==> src/rtl/pixel_line_feeder.sv <==
// pixel_line_feeder: walks a 16x16 block of pixels line by line (rows or
// columns), pads each line by edge replication to 29 beats and feeds the
// interpolator, flagging the 16 beats per line whose result is captured.
module pixel_line_feeder #(
   parameter int unsigned DATA_W = 32,
   parameter int unsigned ADDR_W = 32
) (
   input  logic              clock,
   input  logic              reset_n,
   input  logic              start,
   input  logic              col_mode,
   input  logic [ADDR_W-1:0] base_addr,
   input  logic              ready,
   output logic              mem_rd,
   output logic [ADDR_W-1:0] mem_addr,
   input  logic [DATA_W-1:0] mem_rdata,
   output logic [DATA_W-1:0] data_out,
   output logic              data_valid,
   output logic              cap_valid,
   output logic [7:0]        cap_idx,
   output logic              busy,
   output logic              done
);

   localparam int unsigned LINE_W = 4;
   localparam int unsigned BEAT_W = 5;

   localparam logic [BEAT_W-1:0] LAST_BEAT   = BEAT_W'(28);
   localparam logic [BEAT_W-1:0] FIRST_CAP   = BEAT_W'(13);
   localparam logic [BEAT_W-1:0] FIRST_RD_B  = BEAT_W'(8);   // beat 8 fetches pos 1
   localparam logic [BEAT_W-1:0] LAST_RD_B   = BEAT_W'(22);  // beat 22 fetches pos 15
   localparam logic [BEAT_W-1:0] RD_POS_OFS  = BEAT_W'(7);   // pos(b+1) = b - 7
   localparam logic [LINE_W-1:0] LAST_LINE   = LINE_W'(15);
   localparam logic [LINE_W-1:0] POS_FIRST   = LINE_W'(0);
   localparam logic [LINE_W-1:0] LINE_STEP   = LINE_W'(1);
   localparam logic [BEAT_W-1:0] BEAT_STEP   = BEAT_W'(1);

   typedef enum logic [1:0] {
      S_IDLE   = 2'd0,
      S_PRIME  = 2'd1,
      S_STREAM = 2'd2,
      S_DONE   = 2'd3
   } state_e;

   state_e              state_q;
   logic [LINE_W-1:0]   line_q;
   logic [BEAT_W-1:0]   beat_q;
   logic                col_q;
   logic [ADDR_W-1:0]   base_q;
   logic                rdv_q;      // mem_rdata carries a requested pixel this cycle
   logic [DATA_W-1:0]   hold_q;     // most recently returned pixel
   logic [DATA_W-1:0]   last_q;     // last presented beat, shown while stalled
   logic [ADDR_W-1:0]   addr_q;     // last issued read address
   logic [7:0]          idx_q;      // last issued capture index

   logic                present;
   logic                rd_now;
   logic [ADDR_W-1:0]   rd_addr;
   logic [DATA_W-1:0]   pix;
   logic [LINE_W-1:0]   cap_j;
   logic [7:0]          cur_idx;

   // Block pixel (line, pos) to memory address, row or column walk.
   function automatic logic [ADDR_W-1:0] pix_addr(input logic [ADDR_W-1:0] base,
                                                  input logic              col,
                                                  input logic [LINE_W-1:0] line,
                                                  input logic [LINE_W-1:0] pos);
      if (col) pix_addr = base + ADDR_W'({pos, line});
      else     pix_addr = base + ADDR_W'({line, pos});
   endfunction

   // Beat presentation, read issue and capture tagging for the current cycle.
   always_comb begin
      present = 1'b0;
      rd_now  = 1'b0;
      rd_addr = addr_q;
      pix     = rdv_q ? mem_rdata : hold_q;
      cap_j   = LINE_W'(beat_q - FIRST_CAP);
      cur_idx = col_q ? {cap_j, line_q} : {line_q, cap_j};

      if (state_q == S_STREAM) present = ready;

      if (state_q == S_PRIME) begin
         rd_now  = 1'b1;
         rd_addr = pix_addr(base_q, col_q, POS_FIRST, POS_FIRST);
      end else if (present) begin
         if (beat_q == LAST_BEAT) begin
            if (line_q != LAST_LINE) begin
               rd_now  = 1'b1;
               rd_addr = pix_addr(base_q, col_q, line_q + LINE_STEP, POS_FIRST);
            end
         end else if (beat_q >= FIRST_RD_B && beat_q <= LAST_RD_B) begin
            rd_now  = 1'b1;
            rd_addr = pix_addr(base_q, col_q, line_q, LINE_W'(beat_q - RD_POS_OFS));
         end
      end

      mem_rd     = rd_now;
      mem_addr   = rd_now ? rd_addr : addr_q;
      data_valid = present;
      data_out   = present ? pix : last_q;
      cap_valid  = present && (beat_q >= FIRST_CAP);
      cap_idx    = cap_valid ? cur_idx : idx_q;
      busy       = (state_q == S_PRIME) || (state_q == S_STREAM);
      done       = (state_q == S_DONE);
   end

   // Pass sequencing, line/beat counters and the data/address hold registers.
   always_ff @(posedge clock or negedge reset_n) begin
      if (!reset_n) begin
         state_q <= S_IDLE;
         line_q  <= '0;
         beat_q  <= '0;
         col_q   <= 1'b0;
         base_q  <= '0;
         rdv_q   <= 1'b0;
         hold_q  <= '0;
         last_q  <= '0;
         addr_q  <= '0;
         idx_q   <= '0;
      end else begin
         rdv_q <= rd_now;
         if (rdv_q)     hold_q <= mem_rdata;
         if (rd_now)    addr_q <= rd_addr;
         if (present)   last_q <= pix;
         if (cap_valid) idx_q  <= cur_idx;

         case (state_q)
            S_IDLE: begin
               if (start) begin
                  col_q   <= col_mode;
                  base_q  <= base_addr;
                  line_q  <= '0;
                  beat_q  <= '0;
                  state_q <= S_PRIME;
               end
            end
            S_PRIME: begin
               state_q <= S_STREAM;
            end
            S_STREAM: begin
               if (present) begin
                  if (beat_q == LAST_BEAT) begin
                     beat_q <= '0;
                     if (line_q == LAST_LINE) state_q <= S_DONE;
                     else                     line_q  <= line_q + LINE_STEP;
                  end else begin
                     beat_q <= beat_q + BEAT_STEP;
                  end
               end
            end
            S_DONE: begin
               state_q <= S_IDLE;
            end
            default: state_q <= S_IDLE;
         endcase
      end
   end

endmodule

==> config.mk <==
export PLATFORM = sky130hd
export DESIGN_NAME = pixel_line_feeder
export DESIGN_NICKNAME = d
export VERILOG_FILES = /design/src/rtl/pixel_line_feeder.sv
export SDC_FILE = /design/constraint.sdc
export NUM_CORES = 1
export LEC_CHECK = 0
export ABC_CLOCK_PERIOD_IN_PS = 6000
export BUFFER_PORTS_ARGS = -buffer_cell sky130_fd_sc_hd__buf_2
export CORE_MARGIN = 2
export CORE_UTILIZATION = 48
export CTS_CLUSTER_DIAMETER = 120
export CTS_CLUSTER_SIZE = 10
export DETAILED_ROUTE_END_ITERATION = 8
export GPL_TIMING_DRIVEN = 0
export PLACE_DENSITY = 0.8
export SLEW_MARGIN = 0
export SYNTH_ARGS = -nofsm -noshare
export SYNTH_HDL_FRONTEND = slang
export SYNTH_SLANG_ARGS = --single-unit
export TNS_END_PERCENT = 30
==> constraint.sdc <==
create_clock -name clock -period 6 [get_ports clock]
set_input_delay 1.8 -clock clock [delete_from_list [all_inputs] [get_ports clock]]
set_output_delay 1.8 -clock clock [all_outputs]
set_load 0.02 [all_outputs]
== Word level (Yosys, flattened, before mapping) ==
Cells that the tools add are included.

* Magnitude comparators: 3
* Equality and inequality tests: 11
* Reduce and logical (&&, ||, !) cells: 9
* Add/subtract/negate cells: 8
* Multiplexer cells: 32

{| class="wikitable"
|+ Operators by type and width
! cell !! number
|-
| 32-bit two-way mux || 10
|-
| 32-bit by 8-bit adder with 32-bit output || 3
|-
| 32-bit by 4-bit adder with 32-bit output || 1
|-
| 4-bit two-way mux || 4
|-
| 8-bit two-way mux || 2
|-
| 5-bit two-way mux || 3
|-
| 5-bit by 4-bit greater-or-equal comparator with 1-bit output (second input constant) || 2
|-
| 5-bit case mux with 2 select lines || 1
|-
| 2-bit two-way mux || 4
|-
| 2-bit inequality test (second input constant) || 4
|-
| 2-bit case mux with 4 select lines || 1
|-
| 4-bit case mux with 2 select lines || 1
|-
| 1-bit two-way mux || 6
|-
| 5-bit by 1-bit adder with 5-bit output (second input constant) || 1
|-
| 5-bit equality test (second input constant) || 1
|-
| 5-bit less-or-equal comparator (second input constant) || 1
|-
| 5-bit AND reduction || 1
|-
| 4-bit by 1-bit adder with 4-bit output (second input constant) || 1
|-
| 2-bit equality test (second input constant) || 2
|-
| 4-bit equality test (second input constant) || 1
|-
| 4-bit inequality test (second input constant) || 1
|-
| 4-bit AND reduction || 1
|-
| 4-bit by 3-bit subtractor with 4-bit output (second input constant) || 1
|-
| 4-bit subtractor (second input constant) || 1
|-
| other kinds (8) || 9
|}

* Logic and storage cells: 73
* Input port bits: 69
* Bits in registers: 149
* Output and inout bits: 77

== Depth between registers and ports, before layout ==
* Depth after elaboration: 8
* Gate-level depth with buffers: 13
* Depth with buffers taken out: 11

== Worst setup path after synthesis ==
Ideal clock, no wire load.

* Kind: reg2out
* Start point: register col_q
* End point: output port mem_addr[30]
* Buffers on the path: 2
* Slack: 0.840 ns
* Data required time: 4.200 ns
* Cell stages (with the launch flop): 11
* Arrival time: 3.360 ns
* Path through: dfrtp_1 > clkbuf_1 > clkbuf_1 > mux2_2 > ha_1 > o21a_1 > or2_2 > a31o_2 > a21boi_4 > nor4_1 > a311oi_1

* Word-level cells in the longest chain between the ends: 6
* Elaborated cells between the ends (all ways): 8
* Classes of those cells: 8 x mux

{| class="wikitable"
|+ RTL lines
! what !! line !! text
|-
| from (decl) || 48 || <nowiki>logic col_q;</nowiki>
|-
| from (signal assigned) || 131 || <nowiki>col_q <= col_mode;</nowiki>
|-
| 32-bit two-way mux || 68 || <nowiki>if (col) pix_addr = base + ADDR_W'({pos, line});</nowiki>
|-
| 32-bit two-way mux (on tied branches) || 92, 88 ||
|-
| 32-bit two-way mux * || 87 || <nowiki>if (beat_q == LAST_BEAT) begin</nowiki>
|-
| 32-bit two-way mux * || 86 || <nowiki>end else if (present) begin</nowiki>
|-
| 32-bit two-way mux * || 83 || <nowiki>if (state_q == S_PRIME) begin</nowiki>
|-
| 32-bit two-way mux * || n/a ||
|-
| to (decl) || 15 || <nowiki>output logic [ADDR_W-1:0] mem_addr,</nowiki>
|}

Mark *: on every way between the ends. The rest lies on a longest branch, timed or not.

== Worst setup path in the final report ==
* Start point: register col_q
* End point: output port mem_addr[17]

Same word-level chain as after synthesis.

==> impl_metrics.py <==
metrics = {
    "run_status": {
        "status": "completed",
    },
    "clock_tree": {
        "cts_sinks": 149,
        "clk_latency_ps": 420,
        "tritoncts": "yes",
        "numCtsBuffers": 17,
        "clkSlewWorstSetupHoldPaths_ps": 60,
        "hold_buffers": 0,
        "htree_num_levels": 4,
        "clock_path_buffers": 2,
        "cts_root_buffer": "clkbuf_16",
    },
    "critical_path": {
        "max_stage_delay_ps": 520,
        "reg2reg_from": "col_q",
        "cp-start-kind": "register",
        "critPathSlowestCell": "or4b_1",
        "worstPathArrival_ps": 4070,
        "critPathMostFrequentCell": "buf_2",
        "path_class": "register to output port",
        "r2r_end": "addr_q[23]",
        "end_kind": "output port",
        "worstPathMaxFanout": 10,
        "r2r_cells": 10,
        "rrSetupSlack_ps": 2400,
        "cp_data_required_time_ps": 4200,
        "worstPathCellList": "buf_2 > buf_2 > mux2_2 > ha_1 > nand3_1 > nor4_4 > o21a_2 > nor2_1 > or4b_1 > a31oi_1 > buf_2",
    },
    "drt": {
        "drtPass1Iterations": 5,
        "antenna_left": 0,
        "drc": 0,
        "wl_per_cell_um": 18.5,
        "vias": 7185,
        "drt-initial-drc-count": 616,
        "finalWirelength_um": 22500,
        "viasPerCell": 5.89,
    },
    "placement": {
        "numPortBuffers": 145,
        "dp_hpwl_um": 16100,
        "gp_congestion": 0.953,
        "dpl.cell_count": 1187,
        "dp_slack_ps": 86.4,
        "placed_area_um2": 9110,
    },
    "cells_and_area": {
        "nets": 1085,
        "utilization": 0.592,
        "multi_input_area_um2": 4120,
        "drive_gt1_frac": 0.296,
        "fillerInstances": 1423,
        "layout.cells.non_filler": 1220,
        "antenna_cells": 0,
        "area_growth_pct": 21.0,
        "fin_area_um2": 9780,
        "regArea_um2": 3730,
    },
    "synth": {
        "netlist_area_um2": 8080,
        "postSynthCellCount": 821,
        "ys_warn_count": 0,
        "syn_area_per_cell_um2": 9.84,
        "synth_cell_type_count": 74,
        "synth_edf_count": 0,
        "synth_nets": 919,
        "async_reset_ff_frac": 1.00,
        "synth-main-ff-cell": "dfrtp_1",
        "seq_area_frac_synth": 0.462,
        "ys_seq_elements": 149,
    },
    "floorplanning": {
        "die_area_um2": 17900,
        "die_w_um": 134,
        "ios": 146,
        "row_count": 47,
        "die_h_um": 134,
        "core-area_um2": 16500,
        "initial_utilization": 0.489,
    },
    "power_and_ir_drop": {
        "p_per_area_nw_per_um2": 582,
        "ir_drop_v": 0.000400,
        "p_leak_nw": 4.55,
    },
    "hold_path": {
        "min_path_cells": 2,
        "hold_class": "register to register",
        "min_from": "last_q[11]",
        "worstHoldEndpoint": "last_q[11]",
    },
    "sta": {
        "finalCriticalPeriod_ps": 5870,
        "fin_tns_setup_ps": 0,
        "setup_violations": 0,
        "slew_headroom": 0.364,
        "slew_violations": 0,
        "fmax_mhz": 170,
        "clock_skew_ps": 7.86,
        "hold_viol": 0,
        "fin_crit_sh": 0.978,
        "rsz0062_at_grt": "false",
        "finalWorstSetupSlack_ps": 131,
        "worst_slew_pin_slew_ps": 954,
    },
    "grt": {
        "grt_usage": 0.254,
        "grt_max_degree": 76,
        "antenna_found_initial": 0,
        "grt_pass1_wl_um": 35700,
        "grt_overflow_total": 0,
        "grt_pass1_vias": 6737,
    },
    "flow_run": {
        "drv_cap": 0,
    },
}
[layer usage]
layer  track usage  up-vias  part of all wire
li1              -     3316                 -
met1         0.347     3427              0.43
met2         0.394      392              0.46
met3        0.0605       50             0.089
met4        0.0940        0             0.022
met5             0        -                 0
[cell usage after synthesis (all sizes together) (3+ instances only)]
| master | n | share of area |
|---|---|---|
| nand4 | 7 | 0.0054 |
| nand3 | 23 | 0.014 |
| nor3 | 16 | 0.0099 |
| and4 | 4 | 0.0043 |
| o22ai | 5 | 0.0039 |
| and3 | 3 | 0.0023 |
| xnor2 | 12 | 0.013 |
| buf | 26 | 0.017 |
| nand2 | 159 | 0.074 |
| o21a | 3 | 0.0028 |
| a21o | 8 | 0.0074 |
| o21bai | 5 | 0.0046 |
| a21oi | 31 | 0.021 |
| a31oi | 13 | 0.010 |
| a211oi | 14 | 0.014 |
| o21ai | 52 | 0.033 |
| inv | 15 | 0.0070 |
| mux2i | 5 | 0.0062 |
| o31ai | 4 | 0.0037 |
| a22o | 9 | 0.0098 |
| fa | 3 | 0.0074 |
| o211ai | 7 | 0.0065 |
| xor2 | 9 | 0.0098 |
| ha | 26 | 0.040 |
| mux2 | 76 | 0.11 |
| or3 | 6 | 0.0046 |
| o221ai | 4 | 0.0043 |
| nor2b | 3 | 0.0023 |
| and2 | 4 | 0.0031 |
| clkbuf | 20 | 0.0094 |
| dfrtp | 149 | 0.46 |
| o41ai | 4 | 0.0043 |
| nor4 | 7 | 0.0062 |
| nor2 | 43 | 0.020 |
| nand2b | 5 | 0.0039 |
| or4 | 4 | 0.0042 |
[timing repair]
action | CTS | global route
resized for setup | 3 | 10
endpoints found under the setup margin | 19 | 20
pin swaps | 0 | 3
setup buffers | 0 | 2
[worst max-delay path: cells and delay by family (launching register included)]
| kind | cells | cell delay (ps) |
|---|---|---|
| simple gates | 4 | 1190 |
| buf+inv | 3 | 770 |
| compound gates | 2 | 470 |
| flops | 1 | 450 |
| fa+ha+maj | 1 | 390 |
| mux | 1 | 380 |
[metrics by stage]
| step | power (W) | hold WS [ps] |
|---|---|---|
| final | 0.00569 | 471 |
| after global placement | 0.00443 | 451 |
| after global routing | 0.00603 | 484 |
| after CTS | 0.00564 | 473 |
| after floorplan | 0.00362 | 472 |
| after detailed placement | 0.00451 | 457 |
[registers in the layout, indices dropped and copies added (netlist names), 2 cells and up]
| name | count |
|---|---|
| base_q | 32 |
| state_q | 2 |
| beat_q | 5 |
| hold_q | 32 |
| last_q | 32 |
| addr_q | 32 |
| line_q | 4 |
| idx_q | 8 |
[cells by family after synthesis]
family,synth area share
mux,0.112
flops,0.462
fa+ha+maj,0.0477
compound gates,0.161
xor+xnor,0.0228
buf+inv,0.0338
simple gates,0.162
[where the power goes]
| part | switching, W | internal [W] |
|---|---|---|
| registers | 0.000292 | 0.00144 |
| logic | 0.00179 | 0.00106 |
| clock network | 0.000446 | 0.000660 |
| total | 0.00253 | 0.00316 |
[how the worst max path moves through the flow]
stage,cells past startpoint,endpoint,start
5_1_grt,11,mem_addr[17],col_q
3_5_place_dp,11,mem_addr[21],col_q
4_1_cts,11,mem_addr[17],col_q
6_report,11,mem_addr[17],col_q
2_1_floorplan,10,mem_addr[30],col_q
3_3_place_gp,11,mem_addr[21],col_q
[final cells by class]
| type | count | area share |
|---|---|---|
| Buffer | 45 | 0.0216 |
| Clock buffer | 18 | 0.0439 |
| Clock inverter | 14 | 0.0179 |
| Inverter | 16 | 0.00614 |
| Multi-Input combinational cell | 610 | 0.422 |
| Sequential cell | 149 | 0.381 |
| Tap cell | 220 | 0.0282 |
| Timing Repair Buffer | 148 | 0.0792 |
[cells in the final DEF, fill, tap and decap left out, types with 17 or more instances in the layout]
cell type    n
a21oi_1     30
buf_2      156
clkbuf_1    17
clkbuf_16   17
dfrtp_1    149
ha_1        26
mux2_2      76
nand2_1    159
nand3_1     23
nor2_1      43
o21ai_0     47
Note: power is estimated with default switching activity, not from simulation.
